File: src/rtl/mips_ctrl_pkg.sv
// Shared encodings for the multicycle MIPS control path: opcodes, FSM states
// and the datapath mux/ALU selector values.
package mips_ctrl_pkg;

    localparam logic [5:0] OP_RTYPE = 6'b000000;
    localparam logic [5:0] OP_LW    = 6'b100011;
    localparam logic [5:0] OP_SW    = 6'b101011;
    localparam logic [5:0] OP_BEQ   = 6'b000100;
    localparam logic [5:0] OP_BNE   = 6'b000101;
    localparam logic [5:0] OP_J     = 6'b000010;
    localparam logic [5:0] OP_ADDI  = 6'b001000;

    localparam logic [3:0] S_FETCH  = 4'd0;
    localparam logic [3:0] S_DECODE = 4'd1;
    localparam logic [3:0] S_MEMADR = 4'd2;
    localparam logic [3:0] S_MEMRD  = 4'd3;
    localparam logic [3:0] S_MEMWB  = 4'd4;
    localparam logic [3:0] S_MEMWR  = 4'd5;
    localparam logic [3:0] S_EXEC   = 4'd6;
    localparam logic [3:0] S_RCOMP  = 4'd7;
    localparam logic [3:0] S_BRANCH = 4'd8;
    localparam logic [3:0] S_JUMP   = 4'd9;
    localparam logic [3:0] S_ADDIEX = 4'd10;
    localparam logic [3:0] S_ADDIWB = 4'd11;

    localparam logic [1:0] ALUOP_ADD   = 2'b00;
    localparam logic [1:0] ALUOP_SUB   = 2'b01;
    localparam logic [1:0] ALUOP_FUNCT = 2'b10;

    localparam logic [1:0] ALUSRCB_B      = 2'b00;
    localparam logic [1:0] ALUSRCB_FOUR   = 2'b01;
    localparam logic [1:0] ALUSRCB_IMM    = 2'b10;
    localparam logic [1:0] ALUSRCB_IMMSH2 = 2'b11;

    localparam logic [1:0] PCSRC_ALU    = 2'b00;
    localparam logic [1:0] PCSRC_ALUOUT = 2'b01;
    localparam logic [1:0] PCSRC_JUMP   = 2'b10;

endpackage

File: src/rtl/multicycle_control_unit.sv
// Multicycle MIPS main control FSM: sequences fetch/decode/execute/memory/
// writeback and drives every datapath enable, with a memory-ready handshake.
module multicycle_control_unit
    import mips_ctrl_pkg::*;
#(
    parameter int OPCODE_W = 6,
    parameter int ALUOP_W  = 2,
    parameter int EN_ADDI  = 1,
    parameter int EN_BNE   = 1
) (
    input  logic                clk,
    input  logic                rst_n,
    input  logic [OPCODE_W-1:0] opcode,
    input  logic                mem_ready,
    output logic                pcwrite,
    output logic                pcwritecond,
    output logic                branch_ne,
    output logic                iord,
    output logic                memread,
    output logic                memwrite,
    output logic                irwrite,
    output logic                memtoreg,
    output logic                regdest,
    output logic                regwrite,
    output logic                alusrca,
    output logic [1:0]          alusrcb,
    output logic [ALUOP_W-1:0]  aluop,
    output logic [1:0]          pcsource,
    output logic                illegal_op
);

    logic [3:0] state;
    logic [3:0] state_nxt;
    logic [1:0] aluop_c;

    logic is_rtype, is_lw, is_sw, is_beq, is_bne, is_j, is_addi;

    assign is_rtype = (opcode == OPCODE_W'(OP_RTYPE));
    assign is_lw    = (opcode == OPCODE_W'(OP_LW));
    assign is_sw    = (opcode == OPCODE_W'(OP_SW));
    assign is_beq   = (opcode == OPCODE_W'(OP_BEQ));
    assign is_bne   = (opcode == OPCODE_W'(OP_BNE));
    assign is_j     = (opcode == OPCODE_W'(OP_J));
    assign is_addi  = (opcode == OPCODE_W'(OP_ADDI));

    always_ff @(posedge clk) begin
        if (!rst_n) state <= S_FETCH;
        else        state <= state_nxt;
    end

    always_comb begin
        state_nxt = S_FETCH;
        case (state)
            S_FETCH:  state_nxt = mem_ready ? S_DECODE : S_FETCH;
            S_DECODE: begin
                if (is_lw || is_sw)                 state_nxt = S_MEMADR;
                else if (is_rtype)                  state_nxt = S_EXEC;
                else if (is_beq)                    state_nxt = S_BRANCH;
                else if (is_bne && (EN_BNE != 0))   state_nxt = S_BRANCH;
                else if (is_j)                      state_nxt = S_JUMP;
                else if (is_addi && (EN_ADDI != 0)) state_nxt = S_ADDIEX;
                else                                state_nxt = S_FETCH;
            end
            // IR holds the opcode, so lw/sw can still be told apart here
            S_MEMADR: begin
                if (is_lw)      state_nxt = S_MEMRD;
                else if (is_sw) state_nxt = S_MEMWR;
                else            state_nxt = S_FETCH;
            end
            S_MEMRD:  state_nxt = mem_ready ? S_MEMWB : S_MEMRD;
            S_MEMWB:  state_nxt = S_FETCH;
            S_MEMWR:  state_nxt = mem_ready ? S_FETCH : S_MEMWR;
            S_EXEC:   state_nxt = S_RCOMP;
            S_RCOMP:  state_nxt = S_FETCH;
            S_BRANCH: state_nxt = S_FETCH;
            S_JUMP:   state_nxt = S_FETCH;
            S_ADDIEX: state_nxt = S_ADDIWB;
            S_ADDIWB: state_nxt = S_FETCH;
            default:  state_nxt = S_FETCH;
        endcase
    end

    // All outputs are held low while reset is asserted, regardless of state
    always_comb begin
        pcwrite     = 1'b0;
        pcwritecond = 1'b0;
        branch_ne   = 1'b0;
        iord        = 1'b0;
        memread     = 1'b0;
        memwrite    = 1'b0;
        irwrite     = 1'b0;
        memtoreg    = 1'b0;
        regdest     = 1'b0;
        regwrite    = 1'b0;
        alusrca     = 1'b0;
        alusrcb     = ALUSRCB_B;
        aluop_c     = ALUOP_ADD;
        pcsource    = PCSRC_ALU;
        illegal_op  = 1'b0;
        if (rst_n) begin
            case (state)
                S_FETCH: begin
                    memread = 1'b1;
                    alusrcb = ALUSRCB_FOUR;
                    irwrite = mem_ready;
                    pcwrite = mem_ready;
                end
                S_DECODE: begin
                    alusrcb    = ALUSRCB_IMMSH2;
                    illegal_op = !(is_lw || is_sw || is_rtype || is_beq || is_j
                                   || (is_bne && (EN_BNE != 0))
                                   || (is_addi && (EN_ADDI != 0)));
                end
                S_MEMADR, S_ADDIEX: begin
                    alusrca = 1'b1;
                    alusrcb = ALUSRCB_IMM;
                end
                S_MEMRD: begin
                    memread = 1'b1;
                    iord    = 1'b1;
                end
                S_MEMWB: begin
                    regwrite = 1'b1;
                    memtoreg = 1'b1;
                end
                S_MEMWR: begin
                    memwrite = 1'b1;
                    iord     = 1'b1;
                end
                S_EXEC: begin
                    alusrca = 1'b1;
                    aluop_c = ALUOP_FUNCT;
                end
                S_RCOMP: begin
                    regwrite = 1'b1;
                    regdest  = 1'b1;
                end
                S_BRANCH: begin
                    alusrca     = 1'b1;
                    aluop_c     = ALUOP_SUB;
                    pcwritecond = 1'b1;
                    pcsource    = PCSRC_ALUOUT;
                    branch_ne   = is_bne;
                end
                S_JUMP: begin
                    pcwrite  = 1'b1;
                    pcsource = PCSRC_JUMP;
                end
                S_ADDIWB: regwrite = 1'b1;
                default: ;
            endcase
        end
    end

    assign aluop = ALUOP_W'(aluop_c);

endmodule
File: config.mk
export PLATFORM = sky130hd
export DESIGN_NAME = multicycle_control_unit
export DESIGN_NICKNAME = d
export VERILOG_FILES = /design/src/rtl/mips_ctrl_pkg.sv /design/src/rtl/multicycle_control_unit.sv
export SDC_FILE = /design/constraint.sdc
export NUM_CORES = 1
export LEC_CHECK = 0
export BUFFER_PORTS_ARGS = -buffer_cell sky130_fd_sc_hd__buf_2
export CAP_MARGIN = 10
export CORE_UTILIZATION = 40
export DETAILED_ROUTE_END_ITERATION = 8
export GPL_TIMING_DRIVEN = 0
export PLACE_DENSITY = 0.68
export SETUP_SLACK_MARGIN = 0.5
export SYNTH_ARGS = -nofsm -noshare
export SYNTH_HDL_FRONTEND = slang
export SYNTH_SLANG_ARGS = --single-unit
File: constraint.sdc
create_clock -name clk -period 1.92 [get_ports clk]
set_input_delay 0.096 -clock clk [delete_from_list [all_inputs] [get_ports clk]]
set_output_delay 0.096 -clock clk [all_outputs]
set_load 0.01 [all_outputs]
## Word-level counts from Yosys, hierarchy flattened

Index checks and enable logic that the tools add are counted.

- Bits of input ports: 9
- Flip-flop bits (word level): 4
- Word-level logic and storage cells: 74
- Output and inout port bits: 18

- Mux-type cells: 42
- Reductions and logical operators: 14
- Equality and inequality tests: 17

Operator list:

| kind | number |
|---|---|
| $pmux W4 S7 | 1 |
| $mux W1 | 24 |
| $mux W4 | 6 |
| $eq A4 B3 Y1 const B | 4 |
| $eq A4 B4 Y1 const B | 4 |
| $eq A6 B3 Y1 const B | 2 |
| $eq A6 B6 Y1 const B | 2 |
| $mux W3 | 4 |
| $eq A4 B2 Y1 const B | 2 |
| $pmux W2 S2 | 2 |
| $eq A6 B2 Y1 const B | 1 |
| $eq A6 B4 Y1 const B | 1 |
| $logic_not A6 Y1 | 1 |
| $logic_or A1 B1 Y1 | 6 |
| $mux W2 | 3 |
| $pmux W2 S3 | 1 |
| $reduce_or A2 Y1 | 3 |
| $eq A4 B1 Y1 const B | 1 |
| $logic_not A4 Y1 | 1 |
| $reduce_or A4 Y1 | 1 |
| $reduce_or A3 Y1 | 1 |
| $pmux W1 S2 | 1 |
| $logic_not A1 Y1 | 1 |

## Longest topological paths before layout

- Depth after elaboration: 10
- Depth in mapped cells: 6
- Gate-level depth less buffers: 4

## Worst setup path after synthesis

OpenSTA, ideal clock, no wires.

- Path type: reg2reg
- Start: register state[1]
- End: register state[3]
- Cell stages (with the launch flop): 5
- Data arrival time: 1.366 ns
- Clock period less this slack: 1.436 ns
- Buffers on the path: 0
- Data required time: 1.850 ns
- Library setup time: 0.070 ns
- Path slack: 0.484 ns
- Cells stage by stage: dfxtp_1 > nand2b_1 > nor3_1 > or4b_1 > a21oi_1

- Cells in the longest elaborated chain, start to end: 2
- Elaborated cells on any way between the ends: 8
- Those cells by class: eq/ne (6); mux (1); reduce/logical (1)

RTL lines:

| item | RTL line | text |
|---|---|---|
| from (decl) | multicycle_control_unit.sv:32 | `logic [3:0] state;` |
| from (signal assigned) | multicycle_control_unit.sv:48 | `else state <= state_nxt;` |
| $eq A4 B4 Y1, or another cell as far along | multicycle_control_unit.sv:53 | `case (state)` |
| $pmux W4 S7 (*) | multicycle_control_unit.sv:53 |  |

Mark *: on every way between the ends. The rest lies on a longest branch, timed or not.
A chain may end at the register's enable or synchronous reset.

## Worst setup path after layout

- Start: register state[2]
- End: output port pcwrite

- Cells in the longest elaborated chain, start to end: 3
- Elaborated cells on any way between the ends: 4
- Those cells by class: eq/ne (1); mux (2); reduce/logical (1)

RTL lines:

| item | RTL line | text |
|---|---|---|
| $eq A4 B4 Y1 / $logic_not A4 Y1 (equally long branches) | multicycle_control_unit.sv:101 | `case (state)` |
| $pmux W1 S2 (*) | multicycle_control_unit.sv:101 |  |
| $mux W1 (*) | multicycle_control_unit.sv:100 | `if (rst_n) begin` |
| to (decl) | multicycle_control_unit.sv:15 | `output logic pcwrite,` |

Marked as above.

==> impl.org <==
** Status
- The run finished with clean final reports.

** Logic synthesis
- Number of flip-flops and latches in the synthesized netlist :: 4
- In this run the cell area of the synthesized design comes to 566 sq um.
- Counting every net in the synthesized netlist gives 100.
- In this run, synthesis inferred 0 flip-flops with an integrated enable.
- In the synthesized netlist, the number of instances is 91.
- Yosys printed 0 warnings.
- Main synth FF type :: sky130_fd_sc_hd__dfxtp_1
- Fraction of registers with async set or reset after synthesis :: 0%
- Summing the sequential cell areas from Yosys gives ~14% of the chip area.
- Mean area per synthesized cell :: 6.21 sq um
- Synthesis instantiated 35 different standard cells from the library.

** Route
- Total routed wirelength :: around 2100 microns
- Routed via count :: a little over 800
- Average via count per standard cell :: 5.69
- Detail-routed net length per standard cell :: 14.3 microns
- The first detailed-routing pass ran for 4 iterations.
- For this block, the initial DRC count from the detailed router was 34.
- Total DRC errors in the routed layout :: 0
- Residual antenna-violating net count after detailed routing :: 0

** Place
- Once placement completed, the tool counted placed cells totaling ~130.
- Timing analysis after detailed placement gives a worst setup slack of 0.278 ns.
- Routability-driven placement finished with a final weighted congestion of 0.852.
- After legalization and detailed placement, the total HPWL measured about 1200 microns.
- During placement, the flow inserted port buffers numbering 25.

** Floorplanning
- Site row count :: 13
- Floorplan die height :: between 30 and 40 microns
- The floorplan step set the die width to approximately 40 microns.
- 27 I/O pins were placed.
- Std-Cell Core Area :: 0.00130 sq mm
- Total die area :: roughly 0.0016 sq mm
- Initial core utilization :: 43.5%

** Final layout
- Highest-count cells in the layout ignoring fill and taps :: sky130_fd_sc_hd__buf_2 (23), sky130_fd_sc_hd__nor2_1 (15), sky130_fd_sc_hd__buf_4 (13)
- Fraction of final layout cells with drive strength greater than 1 :: between 50% and 60%
- Non-filler cells, final :: 146
- Largest reg by FF count :: state
- After the last flow step, the layout net total stands at 142.
- Number of antenna repair diodes :: 0
- Largest registers :: state x4
- Commonest non-fill, non-tap cell in the layout :: sky130_fd_sc_hd__buf_2
- Number of flip-flops under the largest register name :: 4
- Fillers :: 92
- Area growth syn-to-layout :: 72.8%

** Hold path
- The min-delay analysis places its worst path in the category input port to register.

** Critical path
- On the critical path the largest part of the delay comes from flip-flops.
- WP depth :: 5
- CP max FO :: 10
- Largest stage delay on the critical path :: 0.35 ns
- The critical path starts at state[2].
- Bufs and invs on worst path :: 2
- Cell with the largest stage delay on the worst path :: sky130_fd_sc_hd__dfxtp_1
- The worst setup path is launched from a register.
- The setup check on the worst reg-to-reg path leaves a slack of 0.50 ns.
- Data arrival at the endpoint of the critical path :: 1.36 ns
- The signal on the critical path passes through buf_6, nor2_4, nand2_1, o22ai_1, buf_2.
- The worst setup path is of the register to output pin kind.
- Start of the worst register-to-register path :: state[1]
- STA puts the critical path data required time at 1.82 ns.
- CP endpoint kind :: output pin
- Length in cells of the worst reg-to-reg path :: 4
- The endpoint identified for the worst register-to-register timing path is state[3].
- Worst setup endpoint :: pcwrite

** Timing
- Max Clock Skew :: 0.00756 ns
- Adding up every negative setup slack in the final design gives 0 ns.
- The number of slew-limit violations in the final report was 0.
- The worst pin sits at a relative slew slack of 68.3%.
- Final worst-path setup slack :: 0.463 ns
- Final worst-path cycle share :: 75.9%
- Static timing analysis puts the maximum clock frequency at 0.686 GHz.
- The final number of hold-violating endpoints came to 0.
- Min Clock Period, post-route :: 1.46 ns
- Transition time of the tightest slew-check pin :: ~0.47 ns
- Setup violators final :: 0
- Setup repair after global routing could not meet its margin everywhere.

** Power
- The internal portion of the total power is approximately 200 uW.
- Power density normalized to cell area :: 305 mW/mm^2
- Part of the total power dissipated in sequential elements :: 28.9%
- Combinational logic burns 34.6% of the power.
- Clock network power share :: 36.5%
- Fraction of power spent switching nets :: 32.5%
- Leakage :: between 0.0004 and 0.0005 uW
- VDD IR-drop max :: between 0.0002 and 0.00025 V
- The analysis attributes to net switching a power of 96.6 uW.

** Clock network
- TritonCTS built the clock tree.
- After clock tree synthesis, the clock-pin slew on the worst setup and hold paths is 0.04 ns.
- Sinks on the clock net :: 4
- Cts hold-fix bufs :: 0
- Counting along the longest clock path gives a buffer depth of 2.
- H-tree levels :: 1
- Clock latency at the later pin of the worst-skew pair :: 0.25 ns
- Buffers inserted during clock tree synthesis total 3.
- Clock Root Buffer :: sky130_fd_sc_hd__clkbuf_4

** Global route
- The layer flagged by global routing as most heavily used is met2.
- Global routing consumed, on the met1 layer, 27.0% of the routing resources.
- Combined global-route utilization of all metal layers :: 26.1%
- Number of antenna violations at the first check in global routing :: 0
- Global routing consumed, on the met2 layer, a little over two fifths of the routing resources.
- The via count of the first global-routing pass was 645.
- Entering global routing, the biggest net connects 11 pins.
- Global-route track usage on met3 :: 9.66%
- Total congestion overflow :: 0
- Wire length of the first global-routing pass :: 2660 microns

** Flow run
- Number of maximum-capacitance violations :: 0
## Yosys cell counts (2+ instances only)
cell type,number,area share (%)
sky130_fd_sc_hd__nand2b_1,4,4.4
sky130_fd_sc_hd__o21ai_0,3,2.7
sky130_fd_sc_hd__a21oi_1,5,4.4
sky130_fd_sc_hd__dfxtp_1,4,14
sky130_fd_sc_hd__nor3_1,6,5.3
sky130_fd_sc_hd__buf_2,2,1.8
sky130_fd_sc_hd__a31oi_1,3,3.3
sky130_fd_sc_hd__o22ai_1,2,2.2
sky130_fd_sc_hd__inv_1,5,3.3
sky130_fd_sc_hd__nand2_1,12,8.0
sky130_fd_sc_hd__nand3_1,4,3.5
sky130_fd_sc_hd__nor2_1,18,12
## how the worst min path moves through the flow
stage               slack, ns   endpoint       from  depth (start not counted)
floorplan                0.29  branch_ne  opcode[0]                          2
global placement         0.47   state[0]  opcode[5]                          4
detailed placement       0.48   state[1]  opcode[4]                          4
CTS                      0.23   state[0]  opcode[5]                          4
global route             0.19   state[0]  opcode[4]                          4
finish                   0.18   state[0]  opcode[4]                          4
## per-stage QoR
stage | utilization [%] | area [sq um] | total power [uW] | hold slack (ns)
detailed placement | 54.9 | 714 | 159 | 0.481
CTS | 64.5 | 840 | 278 | 0.227
global placement | 54.9 | 714 | 158 | 0.474
global route | 75.1 | 977 | 308 | 0.187
floorplan | - | 571 | 130 | 0.289
finish | 75.1 | 977 | 298 | 0.176
## worst register-to-register path, delay by kind of cell (launching register included)
| kind | cells | cell delay, ns |
|---|---|---|
| DFF | 1 | 0.34 |
| and+or+nand+nor | 3 | 0.87 |
| AOI/OAI and AO/OA | 1 | 0.13 |
## final cells by class
type,count,area (sq um),share of cell area (%)
inverters,5,18.8,1.92
well taps,15,18.8,1.92
clock buffers,3,22.5,2.30
repair buffers,37,231,23.7
flip-flops and latches,4,88.8,9.09
multi-input cells,76,539,55.2
plain buffers,6,57.6,5.89
## cell families after synthesis
family                    synth area share [%]
and+or+nand+nor                           52.7
DFF                                       14.2
buffers and inverters                     8.63
AOI/OAI and AO/OA                         23.0
xor gates and xnor gates                  1.55
## power by group through the flow
| stage | Combinational [uW] | Sequential [uW] | Clock (uW) |
|---|---|---|---|
| finish | 103 | 85.9 | 109 |
| global placement | 70.8 | 87.6 | 0 |
| CTS | 84.5 | 85.9 | 108 |
| global route | 111 | 86.0 | 111 |
| detailed placement | 71.9 | 87.5 | 0 |
| floorplan | 42.3 | 87.3 | 0 |
## layer usage
| layer | up-vias | routed length, microns |
|---|---|---|
| li1 | 409 | - |
| met1 | 369 | 880 |
| met2 | 43 | 1050 |
| met3 | 10 | 98 |
| met4 | 0 | 55 |
| met5 | - | 0 |
## timing repair
item | 4_1_cts | 5_1_grt
pin swaps | 6 | 11
setup endpoints to repair | 22 | 18
buffers inserted | 5 | 6
resized for setup | 23 | 22
gates cloned | 0 | 1
Note: power is estimated with default switching activity, not from simulation.
